===== src/rtl/col_seq_pkg.sv =====
// Shared op/status codes, FSM state type and default timing for the column pulse sequencer.
package col_seq_pkg;

  localparam logic [1:0] OP_READ  = 2'b00;
  localparam logic [1:0] OP_SET   = 2'b01;
  localparam logic [1:0] OP_RESET = 2'b10;
  localparam logic [1:0] OP_ILL   = 2'b11;

  localparam logic [1:0] STAT_OK    = 2'b00;
  localparam logic [1:0] STAT_ABORT = 2'b01;
  localparam logic [1:0] STAT_ILL   = 2'b10;

  localparam int DEF_PRE_CYC  = 4;
  localparam int DEF_DEAD_CYC = 2;

  typedef enum logic [2:0] {
    S_IDLE,
    S_PRE,
    S_DEAD1,
    S_PULSE,
    S_DEAD2,
    S_DONE
  } state_t;

  function automatic int max3(input int a, input int b, input int c);
    int m;
    m = (a > b) ? a : b;
    return (m > c) ? m : c;
  endfunction

endpackage


===== src/rtl/col_seq_timer.sv =====
// Countdown timer: load N-1 on entry to a timed phase, zero flag marks the phase's last cycle.
module col_seq_timer #(
  parameter int TW = 8
) (
  input  logic          i_clk,
  input  logic          i_rst,
  input  logic          i_load,
  input  logic [TW-1:0] i_load_val,
  input  logic          i_dec,
  output logic          o_zero
);

  logic [TW-1:0] r_cnt;

  always_ff @(posedge i_clk) begin
    if (i_rst) begin
      r_cnt <= '0;
    end else if (i_load) begin
      r_cnt <= i_load_val;
    end else if (i_dec && (r_cnt != '0)) begin
      r_cnt <= r_cnt - TW'(1);
    end
  end

  assign o_zero = (r_cnt == '0);

endmodule


===== src/rtl/col_pulse_seq.sv =====
// Column pulse sequencer: precharge, break-before-make dead time, op pulse, dead time, done strobe.
// Optional macro COL_PULSE_REPEAT_EN adds cmd_reps to repeat the pulse sequence reps+1 times.
module col_pulse_seq
  import col_seq_pkg::*;
#(
  parameter int W        = 8,
  parameter int PRE_CYC  = DEF_PRE_CYC,
  parameter int DEAD_CYC = DEF_DEAD_CYC
) (
  input  logic         wb_clk_i,
  input  logic         wb_rst_i,
  input  logic         cmd_valid,
  output logic         cmd_ready,
  input  logic [1:0]   cmd_op,
  input  logic [W-1:0] cmd_width,
`ifdef COL_PULSE_REPEAT_EN
  input  logic [3:0]   cmd_reps,
`endif
  input  logic         abort,
  output logic         sw_ref,
  output logic         sw_c_plus,
  output logic         sw_c_minus,
  output logic         busy,
  output logic         done,
  output logic [1:0]   status
);

  localparam int TW = max3(W, $clog2(PRE_CYC + 1), $clog2(DEAD_CYC + 1));

  state_t        r_state;
  state_t        w_nxt;
  logic [1:0]    r_op;
  logic [W-1:0]  r_width;
  logic          r_abrt;
  logic          w_abrt_take;
  logic          w_more;
  logic          w_tmr_zero;
  logic          w_tmr_load;
  logic [TW-1:0] w_tmr_val;
  logic [TW-1:0] w_wid_m1;

`ifdef COL_PULSE_REPEAT_EN
  logic [3:0]    r_reps_left;
  assign w_more = (r_reps_left != 4'd0) && !r_abrt;
`else
  assign w_more = 1'b0;
`endif

  assign cmd_ready = (r_state == S_IDLE);
  // A zero width still yields a one-cycle pulse.
  assign w_wid_m1  = (r_width == '0) ? '0 : (TW'(r_width) - TW'(1));

  always_comb begin
    w_nxt       = r_state;
    w_abrt_take = 1'b0;
    case (r_state)
      S_IDLE: begin
        if (cmd_valid) begin
          if (cmd_op == OP_ILL)       w_nxt = S_DONE;
          else if (cmd_op == OP_READ) w_nxt = S_DEAD1;
          else                        w_nxt = S_PRE;
        end
      end
      S_PRE, S_DEAD1, S_PULSE: begin
        if (abort) begin
          w_nxt       = S_DEAD2;
          w_abrt_take = 1'b1;
        end else if (w_tmr_zero) begin
          case (r_state)
            S_PRE:   w_nxt = S_DEAD1;
            S_DEAD1: w_nxt = S_PULSE;
            default: w_nxt = S_DEAD2;
          endcase
        end
      end
      S_DEAD2: begin
        if (w_tmr_zero) begin
          if (!w_more)                w_nxt = S_DONE;
          else if (r_op == OP_READ)   w_nxt = S_DEAD1;
          else                        w_nxt = S_PRE;
        end
      end
      S_DONE:  w_nxt = S_IDLE;
      default: w_nxt = S_IDLE;
    endcase
  end

  // Timer reloads on every state change, so its zero flag always refers to the current phase.
  always_comb begin
    w_tmr_load = (w_nxt != r_state);
    case (w_nxt)
      S_PRE:            w_tmr_val = TW'(PRE_CYC - 1);
      S_PULSE:          w_tmr_val = w_wid_m1;
      S_DEAD1, S_DEAD2: w_tmr_val = TW'(DEAD_CYC - 1);
      default:          w_tmr_val = '0;
    endcase
  end

  col_seq_timer #(.TW(TW)) u_timer (
    .i_clk      (wb_clk_i),
    .i_rst      (wb_rst_i),
    .i_load     (w_tmr_load),
    .i_load_val (w_tmr_val),
    .i_dec      (!w_tmr_load),
    .o_zero     (w_tmr_zero)
  );

  always_ff @(posedge wb_clk_i) begin
    if (r_state == S_IDLE && cmd_valid) begin
      r_op    <= cmd_op;
      r_width <= cmd_width;
    end
  end

  // Outputs are registered from the next state so they line up with the state they describe.
  always_ff @(posedge wb_clk_i) begin
    if (wb_rst_i) begin
      r_state    <= S_IDLE;
      r_abrt     <= 1'b0;
      sw_ref     <= 1'b0;
      sw_c_plus  <= 1'b0;
      sw_c_minus <= 1'b0;
      busy       <= 1'b0;
      done       <= 1'b0;
      status     <= STAT_OK;
`ifdef COL_PULSE_REPEAT_EN
      r_reps_left <= 4'd0;
`endif
    end else begin
      r_state    <= w_nxt;
      busy       <= (w_nxt != S_IDLE);
      done       <= (w_nxt == S_DONE);
      sw_ref     <= (w_nxt == S_PRE) || ((w_nxt == S_PULSE) && (r_op == OP_READ));
      sw_c_plus  <= (w_nxt == S_PULSE) && (r_op == OP_SET);
      sw_c_minus <= (w_nxt == S_PULSE) && (r_op == OP_RESET);
      status     <= STAT_OK;
      if (w_nxt == S_DONE) begin
        if (r_state == S_IDLE) status <= STAT_ILL;
        else if (r_abrt)       status <= STAT_ABORT;
      end
      if (w_abrt_take) r_abrt <= 1'b1;
      if (r_state == S_IDLE && cmd_valid) begin
        r_abrt <= 1'b0;
`ifdef COL_PULSE_REPEAT_EN
        r_reps_left <= cmd_reps;
`endif
      end
`ifdef COL_PULSE_REPEAT_EN
      if (r_state == S_DEAD2 && w_tmr_zero && w_more) r_reps_left <= r_reps_left - 4'd1;
`endif
    end
  end

endmodule


===== config.mk =====
export PLATFORM = sky130hd
export DESIGN_NAME = col_pulse_seq
export DESIGN_NICKNAME = d
export VERILOG_FILES = /design/src/rtl/col_seq_pkg.sv /design/src/rtl/col_seq_timer.sv /design/src/rtl/col_pulse_seq.sv
export SDC_FILE = /design/constraint.sdc
export NUM_CORES = 1
export LEC_CHECK = 0
export ABC_AREA = 1
export ABC_CLOCK_PERIOD_IN_PS = 2140
export BUFFER_PORTS_ARGS = -buffer_cell sky130_fd_sc_hd__buf_2
export CAP_MARGIN = 30
export CORE_ASPECT_RATIO = 0.75
export CORE_MARGIN = 2
export CORE_UTILIZATION = 41
export CTS_CLUSTER_DIAMETER = 40
export DETAILED_ROUTE_END_ITERATION = 16
export SYNTH_ARGS = -nofsm -noshare
export SYNTH_HDL_FRONTEND = slang
export SYNTH_SLANG_ARGS = --single-unit

===== constraint.sdc =====
create_clock -name wb_clk_i -period 2.14 [get_ports wb_clk_i]
set_clock_uncertainty 0.1 [all_clocks]
set_input_delay 0.214 -clock wb_clk_i [delete_from_list [all_inputs] [get_ports wb_clk_i]]
set_output_delay 0.214 -clock wb_clk_i [all_outputs]
set_load 0.005 [all_outputs]

==> run metrics <==
Reg2Reg Launch Point=u_timer.r_cnt[0]; Peak VDD IR=0.567 mV; Cell Int Power=0.00150 W; RSZ-0062 raised after global routing=no; Die Y=58.7 um; first-pass GRT wire length=slightly below 6000 um; Final #Nets=roughly 260; Die Span X=76.9 um; # placed instances=280; Inserted Clock Buffers=5; clock power share=0.217; Area Growth Syn to Fin=21.8%; sequential power share=0.303; final non-filler cell total=293; Initial Util=0.437; YS warnings=0; outcome=finished, final reports clean; Post-synth ARST share=0; fin area=1990 um^2; TritonRoute pass-1 iters=4; Synth top area share=0.233; clk_lat worst skew=0.28 ns; crit start category=register; drt drc=0; max-capacitance violation count=0; critical path peak fanout=10; WL/cell=11.7 um; Row Count=19; pwr dens=around 1300 nW/um^2; Synth area leader=dfxtp_1; vias=1395; setup TNS=0 ns; flops & latches, synth=29; slowest library cell on the worst path=dfxtp_1; CTS max path bufs=2; final hold vios=0; Root Driver=clkbuf_8; IO Pins=22; vias in the first global route=1258; register area share after synthesis=0.417; Clock Sinks=29; syn_area_per_cell=7.96 um^2; synth unique cells=30; period utilization=0.920; hold crit path type=in2reg; Synth Instances=205; Worst Setup SP=u_timer.r_cnt[0]; Hold Crit Start=cmd_width[0]; Worst Setup End Kind=register; P_sw=between 0.001 and 0.0015 W; CP cell instances=inv_1 > ha_4 > nand3_2 > nor2_8 > inv_2 > nand2_2 > nand3_2 > nand2_4 > nand2_2 > nand2_4 > nand3_2 > nand2_2 > a21oi_1; dominant synthesized flop cell=dfxtp_1; core box area=3730 um^2; most common cell after layout, fill and taps aside=inv_1; Final ANT Viol Nets=0; Worst Tran Pin Value=about 0.40 ns; Worst-path clk slew=0.06 ns; final setup vio count=0; RD Place Congestion=0.803; vias per cell=approximately 4.8; top cells by area, synth=dfxtp_1 23%, edfxtp_1 18%, inv_1 7.6%; most frequent cells in the layout=33 x inv_1, 29 x nand2_1, 23 x nor2_1, 21 x buf_2, 19 x dfxtp_1; Leak Pwr=0.923 nW; CP required=2.20 ns; Syn Nets=222; total wire length=approximately 3400 um; post-detail-place hpwl=2650 um; WS Path Type=reg2reg; setup bufs post-CTS=0; Post-synth EDFFs=10; layout cells sized above 1=0.245; FMAX=0.508 GHz; Synth Cell Area=1630 um^2; DP Area=1810 um^2; TritonCTS clock tree=yes; sw frac=0.401; Rel. slew slack=0.729; Worst Path Arrival=2.03 ns; Final min period=1.97 ns; final slew viol count=0; die area=4510 um^2; H-tree Lvls=2; largest net degree at the start of global routing=12; CP max stage delay=around 0.31 ns; IO buf count=21; GRT Residual Overflow=0; initial antenna violation count=0; Gate power share=0.480; GRT Total Usage=0.170; drt initial violations=90; Tot Pwr=between 0.002 and 0.003 W; antenna cells=0
## state kept, by name (all words and copies together), names as in the netlist
| name | count |
|---|---|
| status | 2 |
| r_state | 3 |
| r_width | 8 |
| u_timer.r_cnt | 8 |
| r_op | 2 |
| sw_c_plus | 1 |
| busy | 1 |
| r_abrt | 1 |
| sw_c_minus | 1 |
| done | 1 |
| sw_ref | 1 |
## final timing paths
check                                        end  slack (ns)  cells past startpoint
worst max-delay path            u_timer.r_cnt[7]        0.17                     13
worst min-delay path                  r_width[0]        0.01                      1
worst max register to register  u_timer.r_cnt[7]        0.17                     13
worst min register to register         status[0]        0.33                      2
## synthesized netlist by cell type, types with 3 or more instances
cell type  count
a21oi_1        9
dfxtp_1       19
edfxtp_1      10
ha_1           3
inv_1         33
nand2_1       29
nand2_2       11
nand3_1       14
nand3_2        3
nand4_1        3
nor2_1        23
nor2_2         4
nor3_1         7
o2111ai_1      6
o211ai_1       3
o21ai_0        3
xor2_1         8
## area by class of cell
cell class | instances | area [um^2]
fillers | 360 | 1740
well taps | 52 | 65.1
repair buffers | 30 | 185
clock inverters | 2 | 33.8
clock buffers | 6 | 72.6
multi-input cells | 139 | 820
flip-flops and latches | 29 | 681
inverters | 35 | 131
## what timing repair did
item	in CTS	in global routing
endpoints found under the hold margin	2	3
gates resized for setup	0	3
setup endpoints to repair	0	8
hold buffers	2	3
## through the flow
| step | hold slack, ns | setup WS [ns] | utilization |
|---|---|---|---|
| floorplan | 0.183 | 0.321 | - |
| global placement | 0.291 | 0.132 | 0.486 |
| detailed placement | 0.293 | 0.0970 | 0.486 |
| CTS | 0.000577 | 0.0792 | 0.520 |
| global route | 0.00160 | 0.0212 | 0.533 |
| finish | 0.0108 | 0.171 | 0.533 |
## worst max-delay path: cells and delay by family (launching register included)
| family | cells | cell delay, ns |
|---|---|---|
| flops | 1 | 0.31 |
| buf+inv | 2 | 0.17 |
| simple gates | 9 | 1.03 |
| fa+ha+maj | 1 | 0.18 |
| compound gates | 1 | 0.06 |
## cells by family (layout without fill, tap and decap cells)
logic type	Yosys count	in the layout	synth area share
AO/OA/AOI/OAI	24	24	0.0942
AND/OR/NAND/NOR	103	103	0.326
flip-flops	29	29	0.417
XOR/XNOR	9	9	0.0483
buffers and inverters	37	73	0.0920
adder cells (fa/ha/maj)	3	3	0.0230
## power by group through the flow
stage | registers, W | logic [W] | clock network, W
6_report | 0.000761 | 0.00120 | 0.000544
5_1_grt | 0.000776 | 0.00137 | 0.000579
4_1_cts | 0.000763 | 0.00117 | 0.000557
3_5_place_dp | 0.000774 | 0.00116 | 0
3_3_place_gp | 0.000775 | 0.00117 | 0
2_1_floorplan | 0.000761 | 0.000925 | 0
## layer usage
layer,vias up,global-route usage,share of wire
li1,738,-,-
met1,615,0.247,0.52
met2,35,0.233,0.39
met3,7,0.0429,0.066
met4,0,0.0857,0.022
met5,-,0,0
(Power assumes the default switching activity.)
